## config.mk

```make
export PLATFORM = sky130hd
export DESIGN_NAME = wb4_arbiter
export DESIGN_NICKNAME = d
export VERILOG_FILES = /design/src/rtl/wb4_arbiter.sv
export SDC_FILE = /design/constraint.sdc
export NUM_CORES = 1
export LEC_CHECK = 0
export BUFFER_PORTS_ARGS = -buffer_cell sky130_fd_sc_hd__buf_4
export CAP_MARGIN = 20
export CORE_AREA = 2 2 169 171
export CTS_CLUSTER_DIAMETER = 40
export CTS_CLUSTER_SIZE = 20
export DETAILED_ROUTE_END_ITERATION = 10
export DIE_AREA = 0 0 171 173
export HOLD_SLACK_MARGIN = 0.03
export PLACE_DENSITY_LB_ADDON = 0.12
export SKIP_CTS_REPAIR_TIMING = 1
export SLEW_MARGIN = 10
export SYNTH_ARGS = -nofsm -noshare
export SYNTH_HDL_FRONTEND = slang
export SYNTH_SLANG_ARGS = --single-unit
```

## constraint.sdc

```tcl
create_clock -name wb4_clk_i -period 2.9 [get_ports wb4_clk_i]
set_input_delay 0.725 -clock wb4_clk_i [delete_from_list [all_inputs] [get_ports wb4_clk_i]]
set_output_delay 0.725 -clock wb4_clk_i [all_outputs]
set_load 0.01 [all_outputs]
```

## src/rtl/wb4_arbiter.sv

```systemverilog
// Round-robin arbiter sharing one pipelined Wishbone B4 slave among several masters, held per bus cycle.
// Latency: one cycle from a CYC request in IDLE to the grant; request, ack and read-data paths are combinational.
// Backpressure: the owner sees slave STALL and also stalls at MAXPENDING outstanding; every other master is stalled.
module wb4_arbiter #(
    parameter int ARCHBITSZ   = 32,
    parameter int MASTERCOUNT = 4,
    parameter int MAXPENDING  = 4
) (
    input  logic                               wb4_clk_i,
    input  logic                               wb4_rst_i,
    input  logic [MASTERCOUNT-1:0]             m_cyc_i,
    input  logic [MASTERCOUNT-1:0]             m_stb_i,
    input  logic [MASTERCOUNT-1:0]             m_we_i,
    input  logic [MASTERCOUNT*ARCHBITSZ-1:0]   m_addr_i,
    input  logic [MASTERCOUNT*ARCHBITSZ-1:0]   m_data_i,
    input  logic [MASTERCOUNT*(ARCHBITSZ/8)-1:0] m_sel_i,
    output logic [MASTERCOUNT-1:0]             m_stall_o,
    output logic [MASTERCOUNT-1:0]             m_ack_o,
    output logic [ARCHBITSZ-1:0]               m_data_o,
    output logic                               s_cyc_o,
    output logic                               s_stb_o,
    output logic                               s_we_o,
    output logic [ARCHBITSZ-1:0]               s_addr_o,
    output logic [ARCHBITSZ-1:0]               s_data_o,
    output logic [ARCHBITSZ/8-1:0]             s_sel_o,
    input  logic                               s_stall_i,
    input  logic                               s_ack_i,
    input  logic [ARCHBITSZ-1:0]               s_data_i
);

    localparam int SELW = ARCHBITSZ / 8;
    localparam int GW   = (MASTERCOUNT > 1) ? $clog2(MASTERCOUNT) : 1;
    localparam int PW   = $clog2(MAXPENDING + 1);

    localparam logic [PW-1:0] PEND_MAX = PW'(MAXPENDING);
    localparam logic [GW-1:0] LAST_RST = GW'(MASTERCOUNT - 1);

    typedef enum logic [1:0] {
        ST_IDLE  = 2'd0,
        ST_GRANT = 2'd1,
        ST_DRAIN = 2'd2
    } state_t;

    state_t        state, state_nxt;
    logic [GW-1:0] gnt, gnt_nxt;
    logic [GW-1:0] last, last_nxt;
    logic [PW-1:0] pend, pend_nxt;

    logic                 pend_full;
    logic                 ack_ev;
    logic                 accept;
    logic [GW-1:0]        rr_idx;
    logic                 rr_hit;
    logic                 g_cyc, g_stb, g_we;
    logic [ARCHBITSZ-1:0] g_addr, g_data;
    logic [SELW-1:0]      g_sel;

    assign pend_full = (pend == PEND_MAX);
    // An ack with nothing outstanding is spurious and must never change pend or reach a master.
    assign ack_ev    = s_ack_i && (pend != '0);

    // Request fields of the currently granted master.
    always_comb begin
        g_cyc  = m_cyc_i[gnt];
        g_stb  = m_stb_i[gnt];
        g_we   = m_we_i[gnt];
        g_addr = m_addr_i[int'(gnt)*ARCHBITSZ +: ARCHBITSZ];
        g_data = m_data_i[int'(gnt)*ARCHBITSZ +: ARCHBITSZ];
        g_sel  = m_sel_i[int'(gnt)*SELW +: SELW];
    end

    // Round-robin search: first CYC requester after the last owner, wrapping around.
    always_comb begin
        int idx;
        idx    = 0;
        rr_idx = '0;
        rr_hit = 1'b0;
        for (int i = 1; i <= MASTERCOUNT; i++) begin
            idx = int'(last) + i;
            if (idx >= MASTERCOUNT) begin
                idx = idx - MASTERCOUNT;
            end
            if (!rr_hit && m_cyc_i[GW'(idx)]) begin
                rr_hit = 1'b1;
                rr_idx = GW'(idx);
            end
        end
    end

    // A request is accepted when it is presented to the slave and the slave does not stall it.
    assign accept = (state == ST_GRANT) && g_cyc && g_stb && !pend_full && !s_stall_i;

    // Outstanding-request count: accepts increment, real acks decrement.
    always_comb begin
        pend_nxt = pend;
        case ({accept, ack_ev})
            2'b10:   pend_nxt = pend + 1'b1;
            2'b01:   pend_nxt = pend - 1'b1;
            default: pend_nxt = pend;
        endcase
    end

    // Next-state and bus-side outputs of the ownership FSM.
    always_comb begin
        state_nxt = state;
        gnt_nxt   = gnt;
        last_nxt  = last;
        s_cyc_o   = 1'b0;
        s_stb_o   = 1'b0;
        s_we_o    = 1'b0;
        m_stall_o = '1;
        m_ack_o   = '0;
        case (state)
            ST_IDLE: begin
                if (rr_hit) begin
                    gnt_nxt   = rr_idx;
                    last_nxt  = rr_idx;
                    state_nxt = ST_GRANT;
                end
            end
            ST_GRANT: begin
                s_we_o         = g_we;
                m_stall_o[gnt] = s_stall_i || pend_full;
                m_ack_o[gnt]   = ack_ev;
                if (g_cyc) begin
                    s_cyc_o = 1'b1;
                    s_stb_o = g_stb && !pend_full;
                end else begin
                    // Owner released the bus: drain leftovers before anyone else is granted.
                    state_nxt = (pend_nxt == '0) ? ST_IDLE : ST_DRAIN;
                end
            end
            ST_DRAIN: begin
                // Keep CYC up so the slave can finish; acks are absorbed here.
                s_cyc_o = 1'b1;
                if (pend_nxt == '0) begin
                    state_nxt = ST_IDLE;
                end
            end
            default: begin
                state_nxt = ST_IDLE;
            end
        endcase
    end

    // Address, write data and selects follow the granted master; forced to zero while in reset.
    always_comb begin
        s_addr_o = wb4_rst_i ? g_addr : '0;
        s_data_o = wb4_rst_i ? g_data : '0;
        s_sel_o  = wb4_rst_i ? g_sel : '0;
        m_data_o = wb4_rst_i ? s_data_i : '0;
    end

    // State registers; reset gives master 0 first priority.
    always_ff @(posedge wb4_clk_i or negedge wb4_rst_i) begin
        if (!wb4_rst_i) begin
            state <= ST_IDLE;
            gnt   <= '0;
            last  <= LAST_RST;
            pend  <= '0;
        end else begin
            state <= state_nxt;
            gnt   <= gnt_nxt;
            last  <= last_nxt;
            pend  <= pend_nxt;
        end
    end

endmodule

```

# Word-level counts from Yosys, hierarchy flattened
# Index checks and enable logic that the tools add are counted.
[classes]
shifts = 3
mux = 49
order_cmp = 10
n_bitwise = 3
n_reduce_logical = 21
eq_ne = 8
n_addsub = 10
[ops]
columns = ["op", "n"]
rows = [
  ["128-bit by 8-bit indexed part select with 32-bit output", 2],
  ["32-bit two-way mux", 3],
  ["2-bit two-way mux", 12],
  ["1-bit two-way mux", 20],
  ["2-bit by 4-bit less-than comparator with 1-bit output (second input constant)", 4],
  ["16-bit by 5-bit indexed part select with 4-bit output", 1],
  ["1-bit binary-select mux with 2-bit select", 7],
  ["4-bit two-way mux", 3],
  ["1-bit logical AND", 10],
  ["3-bit >= comparator (second input constant)", 3],
  ["2-bit by 1-bit subtractor with 2-bit output (second input constant)", 4],
  ["2-bit by 2-bit adder with 3-bit output (second input constant)", 2],
  ["2-bit != test (second input constant)", 3],
  ["2-bit case mux with 3 select lines", 1],
  ["3-bit case mux with 2 select lines", 1],
  ["1-bit logical NOT", 5],
  ["2-bit by 3-bit adder with 4-bit output (second input constant)", 1],
  ["4-bit bitwise AND", 1],
  ["2-bit by 1-bit equality test with 1-bit output (second input constant)", 2],
  ["2-bit equality test (second input constant)", 2],
  ["4-bit by 3-bit >= comparator with 1-bit output (second input constant)", 1],
  ["4-bit NOT", 1],
  ["4-bit OR", 1],
  ["2-bit by 1-bit adder with 3-bit output (second input constant)", 1],
  ["13 further kinds", 13],
]
[totals]
out_inout_bits = 111
input_bits = 320
wordCells = 108
ff_bits = 9

# Longest topological paths before layout
# Gate-level depths: netlist of the first run.
[logic_depth]
depth_word = 18
depth_mapped = 12
ltp_nobuf = 11

# Least setup slack after synthesis of the first run
# No wires, ideal clock.
[synth_timing]
kind = "in2reg"
from = "input m_cyc_i[1]"
to = "register state[0]"
stages = 9
t_arrival_ns = 3.142
slack_ns = -0.368
n_path_buf = 0
setup_ns = 0.126
path_cell_list = "and3b_1 -> a311oi_1 -> a311oi_1 -> nand2b_1 -> ha_1 -> fa_1 -> xor3_1 -> o311a_1 -> o32a_1"
[synth_via]
elab_chain_cells = 15
word_cells_on_any_way = 36
cone_classes = "eq/ne (5); mux (19); reduce/logical (12)"
[synth_rtl]
columns = ["item", "line", "rtl"]
rows = [
  ["from (decl)", "11", "input logic [MASTERCOUNT-1:0] m_cyc_i,"],
  ["1-bit binary-select mux with 2-bit select", "83", "if (!rr_hit && m_cyc_i[GW'(idx)]) begin"],
  ["1-bit two-way mux (not written as such) (2 in a row)", "83", ""],
  ["1-bit two-way mux", "83", ""],
  ["1-bit logical NOT", "83", ""],
  ["1-bit logical AND", "83", ""],
  ["1-bit two-way mux", "83", ""],
  ["1-bit logical NOT", "83", ""],
  ["1-bit logical AND", "83", ""],
  ["1-bit two-way mux", "83", ""],
  ["1-bit logical NOT", "83", ""],
  ["1-bit logical AND", "83", ""],
  ["1-bit two-way mux", "83", ""],
  ["2-bit != test (no source line)", "-", ""],
  ["3-bit AND reduction (no source line) (*)", "-", ""],
  ["to (signal assigned)", "162", "state <= state_nxt;"],
  ["to (decl)", "44", "state_t state, state_nxt;"],
]
# Mark *: on every way between the ends. The rest lies on a longest branch, timed or not. The select of a mux whose other input is x is not followed.
# A chain may end at the register's enable or synchronous reset.

# Worst setup path after layout of the first run
# Same ends and word-level chain as after synthesis.

==> results of run 1 <==
[layer usage]
layer	up-vias	part of all wire, %
li1	1917	-
met3	8	7.8
met4	0	0.60
met5	-	0
met2	217	55
met1	2003	37
[final timing paths]
kind	startpoint	end	slack, ns	cells past startpoint
max	m_cyc_i[1]	state[0]$_DFFE_PN0P_	0.08	10
min	last[1]$_DFFE_PN1P_	last[1]$_DFFE_PN1P_	0.50	2
max reg2reg	gnt[1]$_DFFE_PN0P_	state[0]$_DFFE_PN0P_	0.17	9
min reg2reg	last[1]$_DFFE_PN1P_	last[1]$_DFFE_PN1P_	0.50	2
max in group asynchronous	wb4_rst_i	gnt[1]$_DFFE_PN0P_	2.05	2
min in group asynchronous	wb4_rst_i	pend[0]$_DFF_PN0_	0.52	2
[power breakdown]
| group | leakage, nW | internal (mW) | switching, mW |
|---|---|---|---|
| logic | 3.13 | 2.14 | 1.51 |
| clock network | 0.0409 | 0.182 | 0.0629 |
| registers | 0.102 | 0.214 | 0.0852 |
[final cells by class]
cell class,count,area [um^2],area share [%]
timing repair buffer,448,3401,49.05
clock buffer,3,75.07,1.083
inverter,7,26.28,0.3790
multi-input combinational,234,2718,39.20
sequential,9,235.2,3.393
tap,378,473.0,6.822
clock inverter,1,5.005,0.07219
[Yosys cell counts (all sizes together) (2+ instances only)]
| cell | count |
|---|---|
| and2 | 102 |
| mux4 | 70 |
| buf | 14 |
| clkbuf | 14 |
| nand2 | 8 |
| dfrtp | 7 |
| inv | 7 |
| ha | 4 |
| nand3 | 4 |
| nor2 | 4 |
| nor3 | 4 |
| nand2b | 3 |
| nor3b | 3 |
| xnor2 | 3 |
| a21oi | 2 |
| a311oi | 2 |
| dfstp | 2 |
| nand3b | 2 |
| nor2b | 2 |
| o21a | 2 |
| o21ai | 2 |
| o22ai | 2 |
[sequential cells by signal, summed over array words and instances (netlist names)]
name / cells
state: 2
pend: 3
last: 2
gnt: 2
[layout by cell type (no fill, tap or decap), types with 2 or more instances in the layout]
| cell | Yosys | final |
|---|---|---|
| a311oi_2 | 0 | 2 |
| nand3b_1 | 2 | 2 |
| mux4_2 | 70 | 70 |
| buf_4 | 0 | 445 |
| nand2_1 | 8 | 8 |
| and2_1 | 101 | 101 |
| buf_12 | 0 | 3 |
| ha_1 | 4 | 3 |
| a21oi_1 | 2 | 2 |
| dfstp_2 | 2 | 2 |
| o21a_1 | 2 | 2 |
| nand3_1 | 4 | 4 |
| o22ai_1 | 2 | 2 |
| nor3b_1 | 3 | 2 |
| nor2_1 | 4 | 4 |
| clkbuf_16 | 0 | 3 |
| inv_1 | 7 | 7 |
| nand2b_1 | 3 | 2 |
| dfrtp_1 | 7 | 5 |
| nor2b_1 | 2 | 2 |
| nor3_1 | 3 | 3 |
| o21ai_0 | 2 | 2 |
| xnor2_1 | 3 | 3 |
| dfrtp_4 | 0 | 2 |
[metrics by stage]
step	setup TNS, ns	instances	hold WS, ns
finish	0	1080	0.5019
global route	-0.01827	1080	0.5437
CTS	0	1078	0.5026
detailed placement	-0.4479	1074	0.5007
global placement	-0.4254	1074	0.4885
floorplan	0	278	0.4294
[cells by family after synthesis]
| family | after synthesis | share of synthesized area [%] |
|---|---|---|
| AND/OR/NAND/NOR | 137 | 27.17 |
| multiplexers | 72 | 51.64 |
| buffers and inverters | 35 | 6.147 |
| AO/OA/AOI/OAI | 16 | 3.801 |
| flip-flops | 9 | 7.360 |
| adder cells (fa/ha/maj) | 5 | 2.265 |
| XOR/XNOR | 4 | 1.618 |
[worst max-delay path, delay by kind of cell]
family	cells	cell delay, ns
adders and majority gates	2	0.63
AOI/OAI and AO/OA	4	1.01
buffers and inverters	1	0.12
and+or+nand+nor	3	0.45
==> summary.md, run 1 <==
| Metric | Value |
|---|---|
| Synth cell types | `41` |
| Final setup fails | `0` |
| Syn Nets | `603` |
| Status | `finished, final reports clean` |
| CTS sink cnt | `9` |
| Vias in the first global route | `about 4500` |
| Met1 Use GR | `a little over an eighth` |
| Die Span Y | `between 150 and 200 um` |
| Cell count after synthesis | `278` |
| ANT cells | `0` |
| Post-route setup slack | `0.07809 ns` |
| CP peak stage delay | `roughly 0.44 ns` |
| Most used cell, CP | `a311oi_2` |
| DIE AREA | `29580 um^2` |
| Post-synth EDFFs | `0` |
| DR WL/cell | `17.35 um` |
| CTS root buffer | `clkbuf_16` |
| Startpoint Class | `input pin` |
| Cell taking the most area after synthesis | `mux4_2` |
| Gr busiest metal | `met2` |
| Critical Path, Cell by Cell | `buf_4 > and3b_1 > a311oi_2 > a311oi_2 > nand2b_1 > ha_2 > fa_2 > nand2b_4 > o311a_4 > o32a_1` |
| Top cells by area, synth | `mux4_2, and2_1, dfrtp_1, buf_6, clkbuf_1` |
| Drt drc | `0` |
| Place WS | `-0.2375 ns` |
| Vias per Instance | `3.838` |
| Core footprint | `27630 um^2` |
| Longest Clk Path Bufs | `2` |
| Worst path arrival time | `between 2 and 3 ns` |
| Actual slew at the worst max-slew pin | `0.5932 ns` |
| Synthesized area per cell | `11.13 um^2` |
| Final Hold Vio Count | `0` |
| Crit Path Max Fanout | `3` |
| DP HPWL | `16.07 mm` |
| Max cap viols | `0` |
| Setup crit end kind | `register` |
| Critical path type | `input pin to register` |
| Slowest cell on crit path | `fa_2` |
| Met3 GRT Util | `1.900%` |
| Lkg Pwr | `3.270 nW` |
| Total track usage | `between 10% and 20%` |
| Worst path required time | `3.02 ns` |
| Clock Latency Late Sink | `0.23 ns` |
| Sequential area share after synthesis | `7.359%` |
| H-tree depth | `1` |
| Drt initial violations | `88` |
| Dpl cell area | `about 6800 um^2` |
| Wire length of the first global-routing pass | `26.89 mm` |
| CTS Buf Count | `3` |
| DRT Wirelength | `about 19 mm` |
| Grt total ovfl | `0` |
| Final min period | `around 2.8 ns` |
| Worst hold path type | `register to register` |
| P per Cell Area | `603.6 nW/um^2` |
| # port buffers | `430` |
| Synth-to-Final Area Change | `124.1%` |
| FF+latch count, synth | `9` |
| Achievable Freq | `354.4 MHz` |
| CTS clock-pin slew for the worst setup and hold paths | `0.04 ns` |
| Share of post-route cells with drive strength above 1 | `around three quarters` |
| Fin nets | `between 1000 and 1500` |
| Largest net degree at the start of global routing | `110` |
| DRT antenna net count | `0` |
| Final worst path period share | `97.31%` |
| Initial antenna violation count | `0` |
| Die X | `about 170 um` |
| DRT Pass-1 Iters | `4` |
| Synthesized cell area | `3094 um^2` |
| Filler instances | `slightly above 3000` |
| Slew margin rel. | `60.45%` |
| Gpl congestion | `0.8685` |
| Met2 Use GR | `23.24%` |
| CTS tree | `done` |
| Vias | `slightly above 4000` |
| Max Slew Vio Count | `0` |
| Starting Density | `11.20%` |
| Final design instance area without fill | `a little under 7000 um^2` |
| Most used flip-flop cell after synthesis | `dfrtp_1` |
| Maximum VDD drop | `0.4504 mV` |
| Share of the synthesized area in the top cell type | `50.95%` |
| Total power | `roughly 4.2 mW` |
| Ys Warns | `0` |
| Final core occ | `25.09%` |
| Total I/O pin count | `431` |
| Setup repair after global routing missed its margin | `yes` |
| Clock Skew | `0.004526 ns` |
| Async SR Flop Fraction | `100.0%` |
| Standard-cell rows | `61` |
No activity file was read; power rests on OpenSTA's default activity.
==> run 2, diff against run 1 <==
- CORE_AREA: 2 2 169 171 -> 2 2 166 168
- DIE_AREA: 0 0 171 173 -> 0 0 168 170
- clock period: 2.9 -> 2.7 ns (I/O delays scaled with it)
==> summary.md, run 2 (synthesized netlist as in run 1, its figures left out) <==
| Metric | Value |
|---|---|
| Share of post-route cells with drive strength above 1 | `76.97% (was 76.35%)` |
| Lkg Pwr | `3.424 nW (was 3.270 nW)` |
| # port buffers | `430 (unchanged)` |
| Most used cell, CP | `a311oi_2 (unchanged)` |
| Vias | `4275 (was 4145)` |
| Clock Latency Late Sink | `0.23 ns (about the same)` |
| Most frequent cells in the layout | `buf_4, and2_1, mux4_2 (unchanged)` |
| CTS Buf Count | `3 (unchanged)` |
| Longest Clk Path Bufs | `2 (unchanged)` |
| Achievable Freq | `367.2 MHz` |
| Drt initial violations | `103 (was 88)` |
| Final design instance area without fill | `7174 um^2 (was 6933 um^2)` |
| Worst hold path type | `input pin to async pin (was register to register)` |
| Dpl cell area | `6858 um^2 (was 6805 um^2)` |
| Worst R2R Setup Slack | `-0.01 ns (was 0.17 ns)` |
| Critical Path, Cell by Cell | `buf_4 > and3b_1 > a311oi_2 > a311oi_2 > nand2b_1 > ha_2 > fa_2 > nand2b_4 > o311a_4 > o32a_1 (unchanged)` |
| Vias in the first global route | `4466 (was 4452)` |
| Fin nets | `1051 (was 1028)` |
| DRT Pass-1 Iters | `4 (unchanged)` |
| Startpoint Class | `input pin (unchanged)` |
| DP HPWL | `16.61 mm (was 16.07 mm)` |
| Maximum VDD drop | `0.5536 mV (was 0.4504 mV)` |
| CTS clock-pin slew for the worst setup and hold paths | `0.04 ns (about the same)` |
| Number of flip-flops in the largest register | `3 (unchanged)` |
| Worst path required time | `2.81 ns (was 3.02 ns)` |
| DR WL/cell | `18.40 um (was 17.35 um)` |
| Clock Skew | `0.001545 ns (was 0.004526 ns)` |
| Failing checks | `setup timing` |
| Wire length of the first global-routing pass | `27.12 mm (was 26.89 mm)` |
| Setup repair after global routing missed its margin | `yes (unchanged)` |
| Starting Density | `11.61% (was 11.20%)` |
| ANT cells | `0 (unchanged)` |
| Crit Path Max Fanout | `3 (unchanged)` |
| Die Span Y | `170 um (was 173 um)` |
| Die X | `168 um (was 171 um)` |
| Final Hold Vio Count | `0 (unchanged)` |
| Total power | `4.947 mW (was 4.185 mW)` |
| Drt drc | `0 (unchanged)` |
| Critical path type | `input pin to register (unchanged)` |
| Slowest cell on crit path | `fa_2 (unchanged)` |
| Gate power share | `88.6% (was 87.0%)` |
| Core footprint | `26650 um^2 (was 27630 um^2)` |
| Status | `complete, but fails checks (was finished, final reports clean)` |
| CP peak stage delay | `0.44 ns (about the same)` |
| Switch Pwr | `1.880 mW (was 1.653 mW)` |
| DRT Wirelength | `19.62 mm (was 18.74 mm)` |
| Area occupied by multi-input gates | `2718 um^2 (unchanged)` |
| CTS tree | `done (unchanged)` |
| Vias per Instance | `4.010 (was 3.838)` |
| Actual slew at the worst max-slew pin | `0.5578 ns (was 0.5932 ns)` |
| Post-route setup slack | `-0.02356 ns (was 0.07809 ns)` |
| Total I/O pin count | `431 (unchanged)` |
| Filler instances | `2879 (was 3021)` |
| H-tree depth | `1 (unchanged)` |
| Final worst path period share | `100.9%` |
| Part of the power in the clock network | `5.3% (was 5.9%)` |
| Gpl congestion | `0.8977 (was 0.8685)` |
| Grt total ovfl | `0 (unchanged)` |
| Max cap viols | `0 (unchanged)` |
| Sw Share | `38.01% (was 39.51%)` |
| Total track usage | `12.25% (was 11.64%)` |
| Slew margin rel. | `62.81% (was 60.45%)` |
| DRT antenna net count | `0 (unchanged)` |
| Final min period | `~2.7 ns` |
| CTS root buffer | `clkbuf_16 (unchanged)` |
| Sequential Area | `235.2 um^2 (unchanged)` |
| Synth-to-Final Area Change | `131.9% (was 124.1%)` |
| Initial antenna violation count | `0 (unchanged)` |
| P per Cell Area | `689.5 nW/um^2 (was 603.6 nW/um^2)` |
| Final setup fails | `1 (was 0)` |
| DIE AREA | `28560 um^2 (was 29580 um^2)` |
| Biggest register | `pend (unchanged)` |
| CTS sink cnt | `9 (unchanged)` |
| Largest net degree at the start of global routing | `43 (was 110)` |
| Internal power | `3.067 mW (was 2.531 mW)` |
| Worst path arrival time | `2.84 ns (was 2.94 ns)` |
| Standard-cell rows | `60 (was 61)` |
| Flop pwr share | `6.1% (was 7.1%)` |
| Leading cell type in the layout, fill and taps excluded | `buf_4 (unchanged)` |
| Max Slew Vio Count | `0 (unchanged)` |
| Setup crit end kind | `register (unchanged)` |
[run 2: path summary, 6_finish.rpt]
check,from,endpoint,cells past startpoint
worst max-delay path,m_cyc_i[1],state[0]$_DFFE_PN0P_,10
worst min-delay path,wb4_rst_i,gnt[1]$_DFFE_PN0P_,1
worst max register to register,gnt[1]$_DFFE_PN0P_,state[0]$_DFFE_PN0P_,9
worst min register to register,last[1]$_DFFE_PN1P_,last[1]$_DFFE_PN1P_,2
max in group asynchronous,wb4_rst_i,last[1]$_DFFE_PN1P_,3
min in group wb4_clk_i,last[1]$_DFFE_PN1P_,last[1]$_DFFE_PN1P_,2
[run 2: power by group through the flow]
| stage | logic (mW) | clock network (mW) | registers, mW |
|---|---|---|---|
| CTS | 4.04 | 0.264 | 0.292 |
| detailed placement | 4.02 | 0 | 0.293 |
| floorplan | 2.49 | 0 | 0.281 |
| finish | 4.38 | 0.262 | 0.303 |
| global route | 4.71 | 0.273 | 0.316 |
| global placement | 4.00 | 0 | 0.287 |
[run 2: layout make-up]
type	instances	share of cell area [%]
inverter	7	0.3662
sequential	9	3.279
clock buffer	4	1.099
multi-input combinational	234	37.88
tap	341	5.947
timing repair buffer	471	51.43
[run 2: worst max-delay path, delay by kind of cell]
| family | cells | cell delay (ns) |
|---|---|---|
| AO/OA/AOI/OAI | 4 | 0.97 |
| adder cells (fa/ha/maj) | 2 | 0.63 |
| AND/OR/NAND/NOR | 3 | 0.45 |
| buffers and inverters | 1 | 0.12 |
[run 2: layer usage]
metal | wire length [um] | track usage [%]
met1 | 7199 | 13.81
met2 | 10750 | 23.88
met3 | 1369 | 2.442
met4 | 301 | 2.231
met5 | 0 | 0
[run 2: metrics by stage]
stage | setup TNS (ns) | util [%] | cells | setup slack [ns] | hold slack, ns
after floorplan | -0.2665 | - | 278 | -0.1344 | 0.3794
after global placement | -0.5606 | 25.73 | 1045 | -0.2916 | 0.4938
after detailed placement | -0.6286 | 25.73 | 1045 | -0.3203 | 0.5034
after CTS | -1.978 | 26.03 | 1049 | -0.1145 | 0.3426
after global routing | -0.3203 | 26.92 | 1066 | -0.1092 | 0.3440
final | -0.02356 | 26.92 | 1066 | -0.02356 | 0.3278
